### config.mk
export PLATFORM = sky130hd
export DESIGN_NAME = hwce_sop_acc_ctrl_flat
export DESIGN_NICKNAME = d
export VERILOG_FILES = /design/src/rtl/hwce_types.sv /design/src/rtl/hwce_sop_acc_ctrl_if.sv /design/src/rtl/hwce_sop_add.sv /design/src/rtl/hwce_sop_acc_ctrl.sv /design/src/flat_wrapper.sv
export SDC_FILE = /design/constraint.sdc
export NUM_CORES = 1
export LEC_CHECK = 0
export CORE_ASPECT_RATIO = 1.5
export CORE_MARGIN = 8
export CORE_UTILIZATION = 35
export DETAILED_ROUTE_END_ITERATION = 7
export DONT_BUFFER_PORTS = 1
export GPL_TIMING_DRIVEN = 0
export HOLD_SLACK_MARGIN = 0.15
export PLACE_DENSITY = 0.51
export SYNTH_ARGS = -nofsm -noshare
export SYNTH_HDL_FRONTEND = slang
export SYNTH_SLANG_ARGS = --single-unit
### constraint.sdc
create_clock -name clk -period 16.04 [get_ports clk]
set_clock_uncertainty 0.1 [all_clocks]
set_input_delay 0 -clock clk [delete_from_list [all_inputs] [get_ports clk]]
set_output_delay 0 -clock clk [all_outputs]
set_load 0.01 [all_outputs]
### src/rtl/hwce_types.sv
// Shared types for the HWCE sum-of-products accumulate controller.
//   state_t   : sequencer states IDLE / ACC / OUT
//   acc_t     : accumulator type at the default partial-sum width
//   red_width : width at which a beat reduction is computed exactly
package hwce_types;

  localparam int unsigned NB_TRELLIS_DFLT = 3;
  localparam int unsigned SUM_WIDHT_DFLT  = 37;
  localparam int unsigned CNT_WIDTH_DFLT  = 16;

  typedef enum logic [1:0] {
    IDLE = 2'd0,
    ACC  = 2'd1,
    OUT  = 2'd2
  } state_t;

  typedef logic signed [SUM_WIDHT_DFLT-1:0] acc_t;

  // Exact width of a sum of nb signed w-bit terms (with one guard bit).
  function automatic int unsigned red_width(input int unsigned nb, input int unsigned w);
    return w + int'($clog2(nb)) + 1;
  endfunction

endpackage

### src/rtl/hwce_sop_acc_ctrl_if.sv
// Bundle between the trellis array / output buffer and the SoP accumulate
// controller.
//   cfg_*      : job configuration, sampled with cfg_start
//   in_*       : partial-sum beat stream (valid/ready)
//   out_*      : reduced result stream (valid/ready)
//   ovf/busy/done : job status
// master = producer/consumer side, slave = controller side.
interface hwce_sop_acc_ctrl_if #(
  parameter int unsigned NB_TRELLIS = 3,
  parameter int unsigned SUM_WIDHT  = 37,
  parameter int unsigned CNT_WIDTH  = 16
) ();

  logic                              cfg_start;
  logic [CNT_WIDTH-1:0]              cfg_len;
  logic                              cfg_use_bias;
  logic signed [SUM_WIDHT-1:0]       cfg_bias;

  logic                              in_valid;
  logic                              in_ready;
  logic [NB_TRELLIS*SUM_WIDHT-1:0]   in_data;

  logic                              out_valid;
  logic                              out_ready;
  logic signed [SUM_WIDHT-1:0]       out_data;

  logic                              ovf;
  logic                              busy;
  logic                              done;

  modport master (
    output cfg_start, cfg_len, cfg_use_bias, cfg_bias,
    output in_valid, in_data, out_ready,
    input  in_ready, out_valid, out_data, ovf, busy, done
  );

  modport slave (
    input  cfg_start, cfg_len, cfg_use_bias, cfg_bias,
    input  in_valid, in_data, out_ready,
    output in_ready, out_valid, out_data, ovf, busy, done
  );

endinterface

### src/rtl/hwce_sop_add.sv
// Combinational reduction of NB_TRELLIS partial sums into one value,
// wrapping modulo 2^SUM_WIDHT.
//   data : NB_TRELLIS packed partial sums, element 0 in the LSBs
//   sum  : wrapped sum of all elements
// USE_ADDER_TREE selects a balanced tree (1) or a linear chain (0).
module hwce_sop_add #(
  parameter int unsigned NB_TRELLIS     = 3,
  parameter int unsigned SUM_WIDHT      = 37,
  parameter bit          USE_ADDER_TREE = 1'b1
) (
  input  logic [NB_TRELLIS*SUM_WIDHT-1:0] data,
  output logic signed [SUM_WIDHT-1:0]     sum
);

  if (USE_ADDER_TREE) begin : g_tree
    // Leaves padded with zeros up to the next power of two.
    localparam int unsigned NB_POW2 = 1 << $clog2(NB_TRELLIS);

    logic [SUM_WIDHT-1:0] node [NB_POW2];

    // Pairwise levels fold in place; node[0] ends up holding the total.
    always_comb begin
      for (int i = 0; i < int'(NB_TRELLIS); i++) begin
        node[i] = data[i*SUM_WIDHT +: SUM_WIDHT];
      end
      for (int i = int'(NB_TRELLIS); i < int'(NB_POW2); i++) begin
        node[i] = '0;
      end
      for (int s = 1; s < int'(NB_POW2); s = s * 2) begin
        for (int i = 0; i + s < int'(NB_POW2); i = i + 2 * s) begin
          node[i] = node[i] + node[i+s];
        end
      end
    end

    assign sum = node[0];
  end else begin : g_chain
    logic [SUM_WIDHT-1:0] chain;

    always_comb begin
      chain = '0;
      for (int i = 0; i < int'(NB_TRELLIS); i++) begin
        chain = chain + data[i*SUM_WIDHT +: SUM_WIDHT];
      end
    end

    assign sum = chain;
  end

endmodule

### src/rtl/hwce_sop_acc_ctrl.sv
// Sum-of-products accumulate sequencer for one output pixel lane.
// Accepts cfg_len beats of NB_TRELLIS partial sums, reduces each beat,
// accumulates on top of an optional bias, then presents the result.
//   clk, rst   : clock, synchronous active-high reset
//   bus.cfg_*  : start pulse and job parameters (taken only in IDLE)
//   bus.in_*   : beat stream; in_ready is high exactly in ACC
//   bus.out_*  : result stream; out_valid is high exactly in OUT
//   bus.ovf    : sticky signed overflow of the current job
//   bus.busy   : job in progress (ACC or OUT)
//   bus.done   : one-cycle pulse on the result handshake
module hwce_sop_acc_ctrl
  import hwce_types::*;
#(
  parameter int unsigned NB_TRELLIS = 3,
  parameter int unsigned SUM_WIDHT  = 37,
  parameter int unsigned CNT_WIDTH  = 16
) (
  input  logic              clk,
  input  logic              rst,
  hwce_sop_acc_ctrl_if.slave bus
);

  localparam int unsigned WIDE_W = red_width(NB_TRELLIS, SUM_WIDHT);
  // Bits of the exact sum that must all equal the result sign bit.
  localparam int unsigned TOP_W  = WIDE_W - SUM_WIDHT + 1;

  state_t                      state, state_next;
  logic signed [SUM_WIDHT-1:0] acc, acc_next;
  logic [CNT_WIDTH-1:0]        cnt, cnt_next;
  logic                        ovf, ovf_next;

  logic signed [SUM_WIDHT-1:0] beat_sum;
  logic signed [SUM_WIDHT-1:0] acc_sum;
  logic signed [WIDE_W-1:0]    wide_sum;
  logic [TOP_W-1:0]            wide_top;
  logic                        red_ovf;
  logic                        add_ovf;
  logic                        beat_fire;

  // Wrapped beat reduction.
  hwce_sop_add #(
    .NB_TRELLIS     (NB_TRELLIS),
    .SUM_WIDHT      (SUM_WIDHT),
    .USE_ADDER_TREE (1'b1)
  ) u_sop_add (
    .data (bus.in_data),
    .sum  (beat_sum)
  );

  // Exact-width reduction used only to detect that the wrapped sum lost bits.
  always_comb begin
    wide_sum = '0;
    for (int i = 0; i < int'(NB_TRELLIS); i++) begin
      wide_sum = wide_sum + WIDE_W'($signed(bus.in_data[i*SUM_WIDHT +: SUM_WIDHT]));
    end
  end

  assign wide_top = wide_sum[WIDE_W-1:SUM_WIDHT-1];
  assign red_ovf  = (|wide_top) && !(&wide_top);

  // Accumulate add; signed overflow when like-signed operands flip sign.
  assign acc_sum = acc + beat_sum;
  assign add_ovf = (acc[SUM_WIDHT-1] == beat_sum[SUM_WIDHT-1]) &&
                   (acc_sum[SUM_WIDHT-1] != acc[SUM_WIDHT-1]);

  assign beat_fire = (state == ACC) && bus.in_valid;

  // Next-state and datapath update.
  always_comb begin
    state_next = state;
    acc_next   = acc;
    cnt_next   = cnt;
    ovf_next   = ovf;

    case (state)
      IDLE: begin
        if (bus.cfg_start) begin
          acc_next   = bus.cfg_use_bias ? bus.cfg_bias : '0;
          cnt_next   = bus.cfg_len;
          ovf_next   = 1'b0;
          state_next = (bus.cfg_len == '0) ? OUT : ACC;
        end
      end

      ACC: begin
        if (beat_fire) begin
          acc_next = acc_sum;
          cnt_next = cnt - CNT_WIDTH'(1);
          ovf_next = ovf | red_ovf | add_ovf;
          if (cnt == CNT_WIDTH'(1)) begin
            state_next = OUT;
          end
        end
      end

      OUT: begin
        if (bus.out_ready) begin
          state_next = IDLE;
        end
      end

      default: begin
        state_next = IDLE;
      end
    endcase
  end

  // State and datapath registers.
  always_ff @(posedge clk) begin
    if (rst) begin
      state <= IDLE;
      acc   <= '0;
      cnt   <= '0;
      ovf   <= 1'b0;
    end else begin
      state <= state_next;
      acc   <= acc_next;
      cnt   <= cnt_next;
      ovf   <= ovf_next;
    end
  end

  // Handshake/status decode straight from registered state.
  assign bus.in_ready  = (state == ACC);
  assign bus.out_valid = (state == OUT);
  assign bus.out_data  = acc;
  assign bus.ovf       = ovf;
  assign bus.busy      = (state != IDLE);
  assign bus.done      = (state == OUT) && bus.out_ready;

endmodule
### src/flat_wrapper.sv
// flat-port wrapper written by rule: the top's interface ports become plain ports
module hwce_sop_acc_ctrl_flat import hwce_types::*;
#(
  parameter int unsigned NB_TRELLIS = 3,
  parameter int unsigned SUM_WIDHT  = 37,
  parameter int unsigned CNT_WIDTH  = 16
)
  (clk, rst, bus_cfg_start, bus_cfg_len, bus_cfg_use_bias, bus_cfg_bias, bus_in_valid, bus_in_data, bus_out_ready, bus_in_ready, bus_out_valid, bus_out_data, bus_ovf, bus_busy, bus_done);
  hwce_sop_acc_ctrl_if #(.NB_TRELLIS(NB_TRELLIS), .SUM_WIDHT(SUM_WIDHT), .CNT_WIDTH(CNT_WIDTH)) bus_i ();
  input  logic clk;
  input  logic rst;
  input wire logic [$bits(bus_i.cfg_start)-1:0] bus_cfg_start;
  input wire logic [$bits(bus_i.cfg_len)-1:0] bus_cfg_len;
  input wire logic [$bits(bus_i.cfg_use_bias)-1:0] bus_cfg_use_bias;
  input wire logic [$bits(bus_i.cfg_bias)-1:0] bus_cfg_bias;
  input wire logic [$bits(bus_i.in_valid)-1:0] bus_in_valid;
  input wire logic [$bits(bus_i.in_data)-1:0] bus_in_data;
  input wire logic [$bits(bus_i.out_ready)-1:0] bus_out_ready;
  output wire logic [$bits(bus_i.in_ready)-1:0] bus_in_ready;
  output wire logic [$bits(bus_i.out_valid)-1:0] bus_out_valid;
  output wire logic [$bits(bus_i.out_data)-1:0] bus_out_data;
  output wire logic [$bits(bus_i.ovf)-1:0] bus_ovf;
  output wire logic [$bits(bus_i.busy)-1:0] bus_busy;
  output wire logic [$bits(bus_i.done)-1:0] bus_done;
  assign bus_i.cfg_start = bus_cfg_start;
  assign bus_i.cfg_len = bus_cfg_len;
  assign bus_i.cfg_use_bias = bus_cfg_use_bias;
  assign bus_i.cfg_bias = bus_cfg_bias;
  assign bus_i.in_valid = bus_in_valid;
  assign bus_i.in_data = bus_in_data;
  assign bus_i.out_ready = bus_out_ready;
  assign bus_in_ready = bus_i.in_ready;
  assign bus_out_valid = bus_i.out_valid;
  assign bus_out_data = bus_i.out_data;
  assign bus_ovf = bus_i.ovf;
  assign bus_busy = bus_i.busy;
  assign bus_done = bus_i.done;
  hwce_sop_acc_ctrl #(.NB_TRELLIS(NB_TRELLIS), .SUM_WIDHT(SUM_WIDHT), .CNT_WIDTH(CNT_WIDTH)) u_core (.clk(clk), .rst(rst), .bus(bus_i));
endmodule
==> metrics.md <==
| Metric | Value |
|---|---|
| Status | `finished clean` |
| Area of the multi-input gates | `5950 um2` |
| CP required | `16.19 ns` |
| Clk pin slew, worst setup/hold paths | `around 0.080 ns` |
| Initial antenna violation count | `0` |
| Number of synthesized flops with an enable pin | `0` |
| Vias/cell | `5.77` |
| LEAKAGE | `0.00349 uW` |
| Synth warnings | `0` |
| Top Family by Delay on Critical Path | `compound AO/OA/AOI/OAI gates` |
| Final wirelength | `26600 um` |
| GPL Wtd Cong | `0.904` |
| Worst r2r src | `u_core.bus.out_data[7]` |
| Die H | `194 um` |
| Initial Util | `about 35%` |
| Crit. End Element | `flip-flop` |
| CP bufs+invs | `3` |
| Most frequent CP cell | `a21oi_1` |
| Fillers | `around 2100` |
| Measured slew at the worst slew-check pin | `about 0.9 ns` |
| Hold Crit Class | `in2reg` |
| DR pass1 iterations | `5` |
| Largest family of logic cells by synthesized area | `compound AO/OA/AOI/OAI gates` |
| CP max FO | `4` |
| Cell taking the most area after synthesis | `dfxtp_1` |
| Largest net degree at the start of global routing | `16` |
| Relative slew slack | `40.3%` |
| Post-synth ARST share | `0%` |
| Synth Area in Compound Gates | `a little under 30%` |
| Register bit count reported by yosys | `56` |
| Initial DRC Count | `416` |
| PnR Total Power | `around 1100 uW` |
| Setup Buffers After CTS | `0` |
| Hold Path End | `u_core.bus.out_data[23]` |
| WP data arrival | `just under 6 ns` |
| Crit Path Class | `in2reg` |
| Critical Path Start Type | `input port` |
| Max-cap violations | `0` |
| Crit-path max cell delay | `about 0.57 ns` |
| Setup TNS | `0 ns` |
| GR Overflow Total | `0` |
| Worst-skew pair later-pin latency | `0.30 ns` |
| Yosys cell types | `77` |
| Fin nets | `1293` |
| First-pass GRT wire length | `40800 um` |
| H-tree levels | `2` |
| Met2 wire length | `13700 um` |
| DRT antenna net count | `0` |
| Max clock buf depth | `2` |
| DR top layer | `met4` |
| Die X-Extent | `135 um` |
| CTS Buf Count | `5` |
| Core box area | `20900 um2` |
| Final Hold Vio Count | `0` |
| R2R depth | `11` |
| VDD IR max | `44.3 uV` |
| Cells after Synth | `931` |
| PortBufs | `0` |
| Slew Limit Fails | `0` |
| Avg Cell Area, Syn | `7.94 um2` |
| Final setup violation count | `0` |
| Synth area leaders | `dfxtp_1, ha_1, fa_1, a21oi_1, xnor2_1` |
| CTS sink count | `56` |
| Fmax | `0.174 GHz` |
| Rows | `65` |
| Synthesized cell area | `7390 um2` |
| Period utilization | `35.8%` |
| Vias in the first global route | `7676` |
| Drt wl/cell | `~21 um` |
| Ports | `212` |
| Syn Nets | `1215` |
| Worst reg-to-reg setup slack | `12.38 ns` |
| Final min period | `around 5.7 ns` |
| # DRC | `0` |
| Utilization after layout | `41.1%` |
| Total global-route track usage | `between 15 and 20%` |
| Min-Delay Path Depth | `2` |
| Cell Pwr Density | `129 nW/um2` |
| Fraction of layout cells with a size suffix above 1 | `3.77%` |
| Ys flop type | `dfxtp_1` |
| Min-delay src | `rst` |
| Diode count | `0` |
| Post-Synth XOR/XNOR Area | `under 10%` |
| RSZ-0062 raised after global routing | `false` |
| Metal3 WL | `around 1700 um` |
| Via count | `7367` |
| Area growth, synth to finish | `16.2%` |
| Die Area | `26100 um2` |
| Synth top area share | `15.2%` |
| Register area share after synthesis | `around 15%` |
| CTS tree | `done` |
| Simple-gate share of the synthesized area | `between 10% and 20%` |
| Slowest stage cell, crit path | `dlygate4sd3_1` |
| Worst R2R End | `u_core.bus.out_data[26]` |
| CTS root buffer | `clkbuf_16` |
| # resized after CTS | `0` |
| DRT met1 WL | `10600 um` |
| DP Wirelength | `21800 um` |
| Post-synthesis mux area share | `less than 1%` |
| Register Area | `1120 um2` |
| Post-Synth Adder-Cell Area | `between 20% and 30%` |
==> worst max-delay path by stage <==
| stage | from | end | slack, ns | depth (start not counted) |
|---|---|---|---|---|
| after global routing | bus_in_data[1] | u_core.bus.out_data[26] | 9.83 | 25 |
| after detailed placement | bus_in_data[1] | u_core.bus.out_data[32] | 10.19 | 25 |
| after global placement | bus_in_data[1] | u_core.bus.out_data[32] | 10.16 | 25 |
| after CTS | bus_in_data[1] | u_core.bus.out_data[26] | 10.30 | 25 |
| after floorplan | bus_in_data[1] | u_core.bus.out_data[22] | 11.00 | 25 |
| final | bus_in_data[1] | u_core.bus.out_data[26] | 10.30 | 25 |
==> cell families after synthesis <==
| kind of cell | Yosys count |
|---|---|
| DFF | 56 |
| xor gates and xnor gates | 62 |
| muxes | 5 |
| AOI/OAI and AO/OA | 320 |
| buffers and inverters | 75 |
| and+or+nand+nor | 299 |
| adders and majority gates | 114 |
==> registers in the layout, summed over array words and instances, names as in the netlist <==
register	count
u_core.bus.out_data	37
u_core.state	2
u_core.bus.ovf	1
u_core.cnt	16
==> layout make-up <==
| type | count | area share, % |
|---|---|---|
| Timing Repair Buffer | 71 | 8.27 |
| Clock buffer | 7 | 1.78 |
| Tap cell | 268 | 3.90 |
| Buffer | 40 | 2.17 |
| Sequential cell | 56 | 13.1 |
| Multi-Input combinational cell | 800 | 69.3 |
| Inverter | 35 | 1.53 |
==> cell usage in the layout (no fill, tap or decap), drive strengths merged, types with 4 or more instances in the layout <==
cell,count
mux2i,4
xor2,18
o21ai,59
nand2,68
nor2,90
or3,5
nor2b,7
nand3,27
a221oi,26
dfxtp,56
nor4,9
fa,39
a21boi,4
a31oi,8
o21bai,9
and3b,4
a21o,30
dlygate4sd3,71
o21a,16
ha,75
a21oi,88
clkbuf,37
o221ai,5
nand4,10
buf,10
and3,7
a311oi,11
o22ai,9
inv,35
nor3,41
xnor2,43
nand2b,10
a211oi,23
nor4b,5
==> through the flow <==
stage / cells / hold WS (ns) / instance area, um2 / setup WS, ns
2_1_floorplan: 931 / 0.0444 / 7390 / 11.00
3_3_place_gp: 1199 / 0.0538 / 7730 / 10.16
3_5_place_dp: 1199 / 0.0530 / 7730 / 10.19
4_1_cts: 1277 / 0.202 / 8590 / 10.30
5_1_grt: 1277 / 0.218 / 8590 / 9.83
6_report: 1277 / 0.183 / 8590 / 10.30
==> where the power goes <==
group | leakage [uW] | internal [uW] | switching (uW) | total [uW]
logic | 0.00295 | 325 | 453 | 778
clock network | 0.0000760 | 66.0 | 57.0 | 123
registers | 0.000463 | 164 | 42.1 | 206
==> per-layer routing <==
metal / vias up / track usage [%]
met2: 255 / 36.1
met1: 3446 / 21.6
met4: 0 / 6.72
met3: 34 / 3.55
met5: - / 0
li1: 3632 / -
==> synth_stat cells (28+ instances only) <==
cell type  count
dfxtp_1       56
nor3_1        41
xnor2_1       43
nand2_1       68
ha_1          75
clkbuf_1      28
inv_1         35
o21ai_0       58
nor2_1        90
a21o_1        29
a21oi_1       87
fa_1          39
==> what timing repair did <==
item	in CTS	in global routing
endpoints found under the setup margin	0	0
hold buffers	71	0
hold endpoints to repair	57	0
(Power assumes the default switching activity.)
